## config.mk

```make
export PLATFORM = sky130hd
export DESIGN_NAME = axi_b_resp_gen
export DESIGN_NICKNAME = d
export VERILOG_FILES = /design/src/rtl/axi_pkg.sv /design/src/rtl/fifo_sync.sv /design/src/rtl/axi_b_resp_gen.sv
export SDC_FILE = /design/constraint.sdc
export NUM_CORES = 1
export LEC_CHECK = 0
export CAP_MARGIN = 20
export CORE_ASPECT_RATIO = 2
export CORE_MARGIN = 4
export CORE_UTILIZATION = 46
export CTS_CLUSTER_DIAMETER = 120
export DETAILED_ROUTE_END_ITERATION = 6
export HOLD_SLACK_MARGIN = 0.05
export PLACE_DENSITY_LB_ADDON = 0.08
export RECOVER_POWER = 100
export SLEW_MARGIN = 10
export SYNTH_ARGS = -nofsm -noshare
export SYNTH_HDL_FRONTEND = slang
export SYNTH_SLANG_ARGS = --single-unit
export TNS_END_PERCENT = 1
```

## constraint.sdc

```tcl
create_clock -name aclk -period 2.3 [get_ports aclk]
set_input_delay 0.46 -clock aclk [delete_from_list [all_inputs] [get_ports aclk]]
set_output_delay 0.46 -clock aclk [all_outputs]
set_load 0.005 [all_outputs]
```

## src/rtl/axi_pkg.sv

```systemverilog
// Shared AXI types for the write-response path: response codes and the
// layout of one outstanding AW entry as queued between AW and B.
package axi_pkg;

  localparam int unsigned BRESP_WIDTH  = 2;
  localparam int unsigned AW_ID_WIDTH  = 8;
  localparam int unsigned AW_LEN_WIDTH = 8;

  typedef enum logic [BRESP_WIDTH-1:0] {
    OKAY   = 2'b00,
    EXOKAY = 2'b01,
    SLVERR = 2'b10,
    DECERR = 2'b11
  } resp_t;

  // Field order matches the packed vector the responder pushes: {id, len, err}.
  typedef struct packed {
    logic [AW_ID_WIDTH-1:0]  id;
    logic [AW_LEN_WIDTH-1:0] len;
    logic                    err;
  } aw_entry_t;

endpackage

```

## src/rtl/fifo_sync.sv

```systemverilog
// Synchronous FIFO with registered occupancy count. Pointers wrap modulo
// Depth (power of two); the count carries one extra bit so full and empty
// are distinguishable. Storage is not reset; only pointers and count are.
module fifo_sync #(
  parameter int unsigned Width = 17,
  parameter int unsigned Depth = 4
) (
  input  logic             clk,
  input  logic             rst_n,
  input  logic             push_i,
  input  logic [Width-1:0] data_i,
  input  logic             pop_i,
  output logic [Width-1:0] data_o,
  output logic             full_o,
  output logic             empty_o
);

  localparam int unsigned PtrW = (Depth > 1) ? $clog2(Depth) : 1;
  localparam int unsigned CntW = $clog2(Depth) + 1;

  logic [Width-1:0] mem [Depth];
  logic [PtrW-1:0]  wr_ptr;
  logic [PtrW-1:0]  rd_ptr;
  logic [CntW-1:0]  count;

  assign data_o  = mem[rd_ptr];
  assign full_o  = (count == CntW'(Depth));
  assign empty_o = (count == '0);

  // Entry storage: written on push, no reset needed.
  always_ff @(posedge clk) begin
    if (push_i) begin
      mem[wr_ptr] <= data_i;
    end
  end

  // Pointer and occupancy tracking; push+pop together leaves count unchanged.
  always_ff @(posedge clk or negedge rst_n) begin
    if (!rst_n) begin
      wr_ptr <= '0;
      rd_ptr <= '0;
      count  <= '0;
    end else begin
      if (push_i) begin
        wr_ptr <= wr_ptr + PtrW'(1);
      end
      if (pop_i) begin
        rd_ptr <= rd_ptr + PtrW'(1);
      end
      case ({push_i, pop_i})
        2'b10:   count <= count + CntW'(1);
        2'b01:   count <= count - CntW'(1);
        default: count <= count;
      endcase
    end
  end

endmodule

```

## src/rtl/axi_b_resp_gen.sv

```systemverilog
// AXI write-response generator for a slave port. Queues accepted AW
// requests, consumes W beats for the queue head, and returns one B per
// burst in AW order. Addresses outside [BaseAddr, BaseAddr+SizeBytes)
// answer SLVERR.
// Optional build macro AXI_B_RESP_LEN_CHECK_EN: also flags bursts whose
// wlast position disagrees with awlen as SLVERR.
module axi_b_resp_gen
  import axi_pkg::*;
#(
  parameter int unsigned          IdWidth   = 8,
  parameter int unsigned          AddrWidth = 32,
  parameter int unsigned          LenWidth  = 8,
  parameter int unsigned          AwDepth   = 4,
  parameter logic [AddrWidth-1:0] BaseAddr  = 32'h0000_0000,
  parameter logic [AddrWidth-1:0] SizeBytes = 32'h0001_0000
) (
  input  logic                 aclk,
  input  logic                 rst_n,
  input  logic                 awvalid_i,
  output logic                 awready_o,
  input  logic [IdWidth-1:0]   awid_i,
  input  logic [AddrWidth-1:0] awaddr_i,
  input  logic [LenWidth-1:0]  awlen_i,
  input  logic                 wvalid_i,
  input  logic                 wlast_i,
  output logic                 wready_o,
  output logic                 bvalid_o,
  input  logic                 bready_i,
  output logic [IdWidth-1:0]   bid_o,
  output logic [1:0]           bresp_o
);

  localparam int unsigned EntryW = IdWidth + LenWidth + 1;

  logic [EntryW-1:0]   push_data;
  logic [EntryW-1:0]   head_data;
  logic                fifo_full;
  logic                fifo_empty;
  logic                aw_hs;
  logic                w_hs;
  logic                end_hs;
  logic                burst_end;
  logic                len_err;
  logic [IdWidth-1:0]  head_id;
  logic [LenWidth-1:0] head_len;
  logic                head_err;
  logic [AddrWidth:0]  aw_diff;
  logic                aw_in_win;
  resp_t               bresp_q;

  // Window decode: the extra top bit of the difference is the borrow, i.e.
  // address below the base; otherwise the offset must be below the size.
  assign aw_diff   = {1'b0, awaddr_i} - {1'b0, BaseAddr};
  assign aw_in_win = !aw_diff[AddrWidth] && (aw_diff[AddrWidth-1:0] < SizeBytes);

  assign push_data = {awid_i, awlen_i, !aw_in_win};
  assign head_id   = head_data[EntryW-1 -: IdWidth];
  assign head_len  = head_data[1 +: LenWidth];
  assign head_err  = head_data[0];

  assign awready_o = rst_n && !fifo_full;
  assign aw_hs     = awvalid_i && awready_o;

  fifo_sync #(
    .Width (EntryW),
    .Depth (AwDepth)
  ) u_aw_fifo (
    .clk     (aclk),
    .rst_n   (rst_n),
    .push_i  (aw_hs),
    .data_i  (push_data),
    .pop_i   (end_hs),
    .data_o  (head_data),
    .full_o  (fifo_full),
    .empty_o (fifo_empty)
  );

`ifdef AXI_B_RESP_LEN_CHECK_EN
  logic [LenWidth-1:0] beat_cnt;
  logic                at_last;

  // A burst ends on wlast or on reaching beat awlen, whichever comes first;
  // any disagreement between the two marks the burst as errored.
  assign at_last   = (beat_cnt == head_len);
  assign burst_end = wlast_i || at_last;
  assign len_err   = (wlast_i != at_last);

  // Beat index within the head burst; restarts when the burst ends.
  always_ff @(posedge aclk or negedge rst_n) begin
    if (!rst_n) begin
      beat_cnt <= '0;
    end else if (w_hs) begin
      if (burst_end) begin
        beat_cnt <= '0;
      end else begin
        beat_cnt <= beat_cnt + LenWidth'(1);
      end
    end
  end
`else
  logic len_unused;

  assign burst_end  = wlast_i;
  assign len_err    = 1'b0;
  assign len_unused = ^head_len;
`endif

  // The final beat of a burst is held off while an earlier B is still
  // unaccepted, so the B register never has to hold two responses.
  assign wready_o = !fifo_empty && !(burst_end && bvalid_o && !bready_i);
  assign w_hs     = wvalid_i && wready_o;
  assign end_hs   = w_hs && burst_end;

  assign bresp_o = bresp_q;

  // B output register: loads on the ending beat (reloading back-to-back if
  // the previous B is accepted on the same edge), otherwise drops on accept.
  always_ff @(posedge aclk or negedge rst_n) begin
    if (!rst_n) begin
      bvalid_o <= 1'b0;
      bid_o    <= '0;
      bresp_q  <= OKAY;
    end else if (end_hs) begin
      bvalid_o <= 1'b1;
      bid_o    <= head_id;
      bresp_q  <= (head_err || len_err) ? SLVERR : OKAY;
    end else if (bready_i) begin
      bvalid_o <= 1'b0;
    end
  end

endmodule

```

# Word level (Yosys, flattened, before mapping)
# Memories as Yosys holds them, arrays and structs flattened.
# Cells that the tools add are included.
# op_classes
addsub,4
order_cmp,1
eq_ne,3
muxes,6
reduce_logical,15
# ops
cell,n
$lt 32x17->1 const B,1
$logic_and 1x1->1,7
$pmux 3 s2,1
$logic_not 1->1,5
$add 2x1->2 const B,2
$mux 1,4
$reduce_bool 2->1,2
$add 3x1->3 const B,1
$eq 3x3->1 const B,1
$logic_not 3->1,1
$sub 3x1->3 const B,1
$eq 2x1->1 const B,1
$eq 2x2->1 const B,1
$mux 2,1
# totals
regBits,18
mem_bits_rw,68
inputBits,54
out_inout_bits,13
word_cells,36
n_memories,1
# memory_table
name,depth,word_bits,read_ports,rd_clocked_by_memory_dff,write_ports,line,source
u_aw_fifo.mem,4,17,1,0,1,fifo_sync.sv:21,logic [Width-1:0] mem [Depth];

# Logic depth before layout (Yosys ltp)
# Gate-level depths: netlist of run 1.
# logic_depth
depth_word,8
mapped_depth,9
mapped_depth_nobuf,9

# Cells and area by module
# From an unflattened synthesis of run 1, not the netlist that was laid out.
# unflattened
cells_unflattened,160
area_unflattened_um2,3357.0
# modules_own_cells
mod,instances,cells_per_inst,area_each_um2,seq_area_each_um2
fifo_sync,1,126,2894.0,2217.1
axi_b_resp_gen,1,34,462.9,250.2

# Worst setup path after synthesis of run 1
# Ideal clock, no wire load.
# synth_timing
path_type,input port to flip-flop
startpoint,input port wvalid_i
endpoint,register u_aw_fifo.count[2]
setup_ps,80
t_arrival_ps,1884
t_required_ps,2220
path_slack_ps,336
path_stages,9
n_path_buf,1
cell_sequence,and2_1 > and3_4 > buf_6 > ha_1 > inv_1 > fa_1 > xor2_1 > nor2_1 > xnor2_1
# synth_via
elab_chain_cells,4
word_cells_on_any_way,6
classes_between,2 x eq/ne; 1 x mux; 3 x reduce/logical
# synth_lines
element,line,source
start: declaration,axi_b_resp_gen.sv:24,"input logic wvalid_i,"
$logic_and 1x1->1 (*),axi_b_resp_gen.sv:111,assign w_hs = wvalid_i && wready_o;
$logic_and 1x1->1 (*),axi_b_resp_gen.sv:112,assign end_hs = w_hs && burst_end;
net end_hs,axi_b_resp_gen.sv:41,logic end_hs;
$eq 2x1->1 / $eq 2x2->1 (equally long branches),fifo_sync.sv:50,"case ({push_i, pop_i})"
$pmux 3 s2 / $reduce_bool 2->1 (equally long branches),--,
end signal: assignment,fifo_sync.sv:51,2'b10: count <= count + CntW'(1);
end signal: assignment,fifo_sync.sv:52,2'b01: count <= count - CntW'(1);
end signal: assignment,fifo_sync.sv:53,default: count <= count;
end: declaration,fifo_sync.sv:24,logic [CntW-1:0] count;
# The timed path passes the listed nets; every way through them passes the cells marked *.
# A chain may end at the register's enable or synchronous reset.

# Final worst setup path of run 1
# layout_timing
startpoint,input port rst_n
endpoint,output port awready_o
# layout_via
elab_chain_cells,1
# layout_lines
element,line,source
start: declaration,axi_b_resp_gen.sv:18,"input logic rst_n,"
$logic_and 1x1->1,axi_b_resp_gen.sv:61,assign awready_o = rst_n && !fifo_full;
end: declaration,axi_b_resp_gen.sv:20,"output logic awready_o,"
# No other way between the ends.

==> results of run 1 <==
-- placed cells by master, fill, tap and decap left out, types with 2 or more instances in the layout --
cell / Yosys / routed
clkbuf_1: 1 / 8
xnor2_1: 4 / 4
mux2_1: 0 / 5
mux2_2: 3 / 3
mux2_4: 7 / 2
clkbuf_2: 0 / 2
buf_4: 1 / 3
dlygate4sd3_1: 0 / 20
clkbuf_8: 0 / 6
clkdlybuf4s50_1: 0 / 21
inv_1: 7 / 7
nor4_1: 4 / 4
nand4_1: 2 / 2
xor2_1: 2 / 2
and2_0: 0 / 4
ha_1: 5 / 5
edfxtp_1: 36 / 36
mux4_2: 9 / 9
dfrtp_1: 17 / 17
-- state kept, by name (all words and copies together), names as in the netlist --
register / cells
u_aw_fifo.count: 3
u_aw_fifo.mem: 36
bid_o: 8
bvalid_o: 1
u_aw_fifo.wr_ptr: 2
u_aw_fifo.rd_ptr: 2
bresp_o: 1
-- layout make-up --
| class | count | area (µm²) | area share (%) |
|---|---|---|---|
| Clock buffer | 7 | 86.33 | 3.115 |
| Timing Repair Buffer | 53 | 469.2 | 16.93 |
| Sequential cell | 53 | 1506 | 54.36 |
| Tap cell | 55 | 68.82 | 2.483 |
| Inverter | 7 | 26.28 | 0.9481 |
| Clock inverter | 1 | 7.507 | 0.2709 |
| Multi-Input combinational cell | 53 | 606.8 | 21.90 |
-- worst reg2reg max path: cells and delay by family (launching register included) --
kind	cells	cell delay (ns)
adder cells (fa/ha/maj)	2	0.53
flip-flops	1	0.44
AO/OA/AOI/OAI	1	0.38
XOR/XNOR	2	0.28
buffers and inverters	2	0.12
AND/OR/NAND/NOR	1	0.12
-- report_power, final --
group          leakage, nW  total (mW)  internal [mW]  switching (mW)
Clock               0.0445       0.528          0.245           0.283
Combinational        0.450       0.870          0.532           0.338
Sequential           0.527        1.38           1.24           0.140
Total                 1.02        2.78           2.02           0.761
-- final timing paths --
path                                    start                  to  depth (start not counted)
hold / removal                       bid_o[7]            bid_o[7]                          1
hold reg to reg                      bid_o[7]            bid_o[7]                          1
min in group asynchronous               rst_n  u_aw_fifo.count[2]                          2
setup reg to reg           u_aw_fifo.count[0]  u_aw_fifo.count[2]                          8
setup / recovery                        rst_n           awready_o                          3
max in group asynchronous               rst_n            bid_o[7]                          2
-- synth_stat cells (all sizes together) --
master	instances	area share, %
dfrtp	17	19
edfxtp	36	49
xor2	2	0.80
buf	3	1.1
and3	1	0.51
and2	5	1.4
a21boi	1	0.34
clkbuf	1	0.17
nor2	1	0.17
mux4	9	9.3
nor2b	1	0.29
ha	5	2.9
nand4	2	0.57
mux2	10	6.3
o311a	1	0.46
o31a	1	0.40
inv	7	1.2
nand2b	1	0.29
fa	1	0.91
conb	1	0.17
nor4	4	1.1
mux2i	1	0.46
xnor2	4	1.6
or2	1	0.29
or3	1	0.51
-- stage by stage --
step	utilization [%]	power, mW	setup TNS (ns)	hold WS [ns]
global route	60.27	2.984	0	0.5250
detailed placement	59.43	2.410	-0.04307	0.4965
global placement	59.43	2.357	0	0.4964
finish	60.27	2.780	0	0.4864
floorplan	-	1.973	0	0.1644
CTS	61.47	2.939	0	0.5167
-- per-layer routing --
metal  vias to the layer above  wire length [µm]  part of all wire, %  global-route usage (%)
met5                         -                 0                    0                       0
met4                         0               109                  2.8                   6.633
met3                         8               276                  7.2                   3.064
met2                        47              2223                   58                   28.23
met1                       601              1237                   32                   13.71
li1                        555                 -                    -                       -
-- cells by family after synthesis --
family / count (synthesis) / share of synthesized area [%]
simple gates: 17 / 5.197
mux: 20 / 16.05
xor+xnor: 6 / 2.399
buf+inv: 11 / 2.456
other cells: 1 / 0.1712
fa+ha+maj: 6 / 3.769
flops: 53 / 68.76
compound gates: 3 / 1.200
==> summary.txt, run 1 <==
Status
  – Result of the run: finished clean

Floorplanning
  – Area of the die: about 6000 µm²
  – Placeable core region: 4598 µm²
  – Y dimension of the die: ~110 µm
  – Site Rows: 35
  – DIE WIDTH: about 57 µm
  – I/O pins: 67
  – Initial core utilization: 47.65%

Global route
  – Overall Global Routing Usage: around 15%
  – Maximum number of pins on one net before global-route repair: 17
  – Antenna violations before repair: 0
  – Overflow after GRT: 0
  – Global-route wire length before repair: ~6500 µm
  – Vias in the first global route: around 1400

Critical path
  – Crit path max fanout: 4
  – Critical path's top delay family: buffers and inverters
  – Sort of element at the end of the critical path: output pin
  – Flop-to-flop setup slack: 0.37 ns
  – CP arrival: 1.75 ns
  – Critical path type: input pin to output pin
  – Max incr delay on CP: 0.63 ns
  – Crit path cell chain: dlygate4sd3_1 > o31a_1 > clkdlybuf4s50_1
  – Total buffers and inverters traversed by the critical path: 2
  – Critical path data required time: about 1.8 ns
  – Library cell contributing the largest single delay on the critical path: dlygate4sd3_1
  – Worst setup SP type: input pin

Clock tree
  – CTS HTree Levels: 2
  – Clock Latency Late Sink: 0.30 ns
  – Clock tree from TritonCTS: built
  – Hold buffer count at CTS: 0
  – Maximum root-to-sink buffer count: 2
  – Number of buffers created by CTS: 5
  – Clock sinks: 53
  – Resized cells post-CTS: 0
  – Worst-path clk slew: 0.08 ns
  – Clock Root Buffer: clkbuf_8
  – Buffers inserted during post-CTS setup optimization: 0

Place
  – Final HPWL from detailed placement: 3003 µm
  – Cell total after placement: 221
  – PortBufs: between 40 and 50
  – Placed instance area: between 2000 and 3000 µm²
  – Final weighted congestion in routability-driven placement: 0.7653
  – Setup WS pre-CTS: -0.04307 ns

Final layout
  – Relative area change from synthesis to final layout: 26.50%
  – Fill cells: 378
  – # diodes: 0
  – Nets: 233
  – Cell area after layout: around 2800 µm²
  – Fraction of final layout cells with drive strength greater than 1: between 15 and 20%
  – Final Non-Filler Cells: 229

Logic synthesis
  – Post-synthesis net count: 177
  – Yosys cell types: 28
  – Total of warnings raised by yosys: 0
  – Post-synthesis sequential element count: 53
  – Part of the Yosys area used for sequential elements: 68.76%
  – Cell area after technology mapping: between 2000 and 2500 µm²
  – Average footprint of a synthesized cell: 18.73 µm²
  – Gate count of the mapped netlist: 117

Timing
  – Fmax: 452.5 MHz
  – RSZ-0062 raised after global routing: false
  – Final period util: a little over nine tenths
  – Final hold vios: 0
  – Minimum clock period after layout: roughly 2.2 ns
  – Setup violation total in the final timing report: 0
  – Count of pins over their slew limit: 0
  – Max_slew headroom: 42.43%
  – Worst-Margin Slew: 0.8636 ns
  – Slack of the critical path: 0.08981 ns
  – Setup skew after layout: approximately 0.0066 ns

Pwr
  – Power density over the cells: 1003 nW/µm²
  – Leakage power of the design: 1.022 nW
  – Worst supply voltage drop on vdd: 0.5951 mV

Routing
  – Average detailed-routed wire length per instance: 16.80 µm
  – Antenna-violating nets left: 0
  – DRC errors left: 0
  – Drt initial violations: between 40 and 50
  – Vias after detailed routing: 1211
  – Via count normalized by instance count: 5.288
  – Drt first pass iters: 4
  – Wirelength, routed: 3847 µm

Min path
  – Worst hold path class: flop to flop

Run
  – Max-Cap Viols: 0
Power figures use the tool's default switching activity.
==> inputs of run 2 (changes only) <==
--- a/config.mk
+++ b/config.mk
@@ -14,7 +14,7 @@
 export HOLD_SLACK_MARGIN = 0.05
 export PLACE_DENSITY_LB_ADDON = 0.08
 export RECOVER_POWER = 100
-export SLEW_MARGIN = 10
+export SLEW_MARGIN = 15
 export SYNTH_ARGS = -nofsm -noshare
 export SYNTH_HDL_FRONTEND = slang
 export SYNTH_SLANG_ARGS = --single-unit
==> results of run 2 <==
Same layout as run 1: the final DEF is identical, and so are final timing and power.
==> inputs of run 3 (changes only) <==
--- a/config.mk
+++ b/config.mk
@@ -12,6 +12,7 @@
 export CTS_CLUSTER_DIAMETER = 120
 export DETAILED_ROUTE_END_ITERATION = 6
 export HOLD_SLACK_MARGIN = 0.05
+export MAX_ROUTING_LAYER = met4
 export PLACE_DENSITY_LB_ADDON = 0.08
 export RECOVER_POWER = 100
 export SLEW_MARGIN = 15
==> run 3 against run 2 <==
Cell count unchanged. Register-to-register slack hardly changed. Worst setup slack worse by 0.0028 ns. Clock-buffer cell count is the same. Critical path depth stayed put. Maximum frequency fell by 0.13%. Combinational power about the same. Final area stayed put. Critical path type is now flop to output pin.
==> summary.txt, run 3 (synthesis gave the netlist of run 1 again) <==
Global route
  – Vias in the first global route: 1369
  – Antenna violations before repair: 0
  – Overall Global Routing Usage: 14.90%
  – Overflow after GRT: 0
  – Global-route wire length before repair: 6513 µm
  – Maximum number of pins on one net before global-route repair: 17

Clock tree
  – CTS HTree Levels: 2
  – Clock sinks: 53
  – Clock Root Buffer: clkbuf_8
  – Clock tree from TritonCTS: built
  – Resized cells post-CTS: 0
  – Worst-path clk slew: 0.09 ns
  – Buffers inserted during post-CTS setup optimization: 0
  – Hold buffer count at CTS: 0
  – Maximum root-to-sink buffer count: 2
  – Clock Latency Late Sink: 0.30 ns
  – Number of buffers created by CTS: 5

Pwr
  – Clock power share: 19.0%
  – Power dissipated by switching net loads: roughly 0.76 mW
  – Leakage power of the design: 1.022 nW
  – Power density over the cells: between 1000 and 1500 nW/µm²
  – Combinational share of power: ~31%
  – Internal Dissipation: 2.019 mW
  – Worst supply voltage drop on vdd: 0.5956 mV
  – Proportion of total power due to net switching: 27.47%
  – Sequential share of power: 49.7%
  – Power consumption: 2.784 mW

Floorplanning
  – Site Rows: 35
  – DIE WIDTH: about 57 µm
  – I/O pins: 67
  – Initial core utilization: 47.65%
  – Area of the die: ~6000 µm²
  – Placeable core region: 4598 µm²
  – Y dimension of the die: between 100 and 150 µm

Routing
  – Antenna-violating nets left: 0
  – Drt initial violations: 40
  – Vias after detailed routing: 1212
  – Wirelength, routed: 3856 µm
  – Average detailed-routed wire length per instance: 16.84 µm
  – Drt first pass iters: 4
  – DRC errors left: 0
  – Via count normalized by instance count: 5.293

Min path
  – Worst hold path class: flop to flop
  – Worst Min Path Start: bid_o[7]

Timing
  – Minimum clock period after layout: 2.213 ns
  – Final hold vios: 0
  – Setup violation total in the final timing report: 0
  – Count of pins over their slew limit: 0
  – Fmax: 451.9 MHz
  – Final period util: 96.22%
  – Setup skew after layout: approximately 0.0076 ns
  – Max_slew headroom: about two fifths
  – RSZ-0062 raised after global routing: false
  – Worst-Margin Slew: 0.8713 ns

Critical path
  – Crit path max fanout: 5
  – Critical path type: flop to output pin
  – Critical R2R Launch: u_aw_fifo.count[0]
  – Worst setup SP type: flop
  – Critical path startpoint: u_aw_fifo.count[0]
  – Critical path data required time: around 1.8 ns
  – CP arrival: approximately 1.8 ns
  – Sort of element at the end of the critical path: output pin

Final layout
  – Relative area change from synthesis to final layout: 26.50%
  – Most common library cell in the layout ignoring fill and taps: edfxtp_1
  – Commonest non-fill, non-tap cells in the layout: 36 x edfxtp_1, 21 x clkdlybuf4s50_1, 20 x dlygate4sd3_1, 17 x dfrtp_1, 9 x mux4_2
  – Final Non-Filler Cells: 229
  – Number of flip-flops under the largest register name: 36
  – Fraction of final layout cells with drive strength greater than 1: approximately 16%
  – Fill cells: 378
  – Largest registers in the final layout: u_aw_fifo.mem: 36 flops, bid_o: 8 flops, u_aw_fifo.count: 3 flops
  – Register with the most flip-flops: u_aw_fifo.mem
  – # diodes: 0
  – Nets: 233

Place
  – Final weighted congestion in routability-driven placement: approximately 0.78
  – Final HPWL from detailed placement: 3003 µm
  – Cell total after placement: 221
  – PortBufs: 41

Status
  – Result of the run: finished clean

Run
  – Max-Cap Viols: 0
## run 3: cell counts in the layout (fill, tap and decap cells not counted)
Identical to the previous run, type by type.
## run 3: final timing paths
check,end,slack (ns),cells after the start
min in group asynchronous,u_aw_fifo.count[0],0.63,2
max in group asynchronous,bid_o[7],0.83,2
worst min-delay path,bid_o[7],0.49,1
worst max register to register,u_aw_fifo.count[2],0.36,8
worst min register to register,bid_o[7],0.49,1
worst max-delay path,wready_o,0.09,3
## run 3: power by group through the flow
stage,sequential [mW],combinational (mW),clock [mW]
global route,1.42,0.977,0.589
finish,1.38,0.871,0.529
global placement,1.40,0.958,0
detailed placement,1.42,0.992,0
floorplan,1.36,0.611,0
CTS,1.40,0.998,0.543
## run 3: area by class of cell
type / count / area [µm²] / share of cell area (%)
clock buffer: 7 / 86.33 / 3.115
clock inverter: 1 / 7.507 / 0.2709
inverter: 7 / 26.28 / 0.9481
multi-input combinational: 53 / 606.8 / 21.90
sequential: 53 / 1506 / 54.36
tap: 55 / 68.82 / 2.483
timing repair buffer: 53 / 469.2 / 16.93
## run 3: stage by stage
step / cell area [µm²] / util (%) / setup TNS (ns) / hold WS, ns / setup slack, ns
after CTS: 2826 / 61.47 / 0 / 0.5167 / 0.05561
final: 2771 / 60.27 / 0 / 0.4863 / 0.08701
after global placement: 2733 / 59.43 / 0 / 0.4964 / 0.01787
after floorplan: 2191 / - / 0 / 0.1644 / 0.3362
after global routing: 2771 / 60.27 / 0 / 0.5250 / 0.001601
after detailed placement: 2733 / 59.43 / -0.04307 / 0.4965 / -0.04307
## run 3: layer usage
layer / vias up / wire, µm / track usage [%]
met2: 47 / 2223 / 28.23
met3: 8 / 267 / 2.819
li1: 554 / - / -
met4: 0 / 109 / 6.633
met1: 603 / 1255 / 13.87
met5: - / 0 / -
## run 3: worst max-delay path, cell delays in order, from the launching register on
cell             delay, ns
dfrtp_1               0.44
or3_4                 0.40
a21boi_0              0.14
clkdlybuf4s50_1       0.47
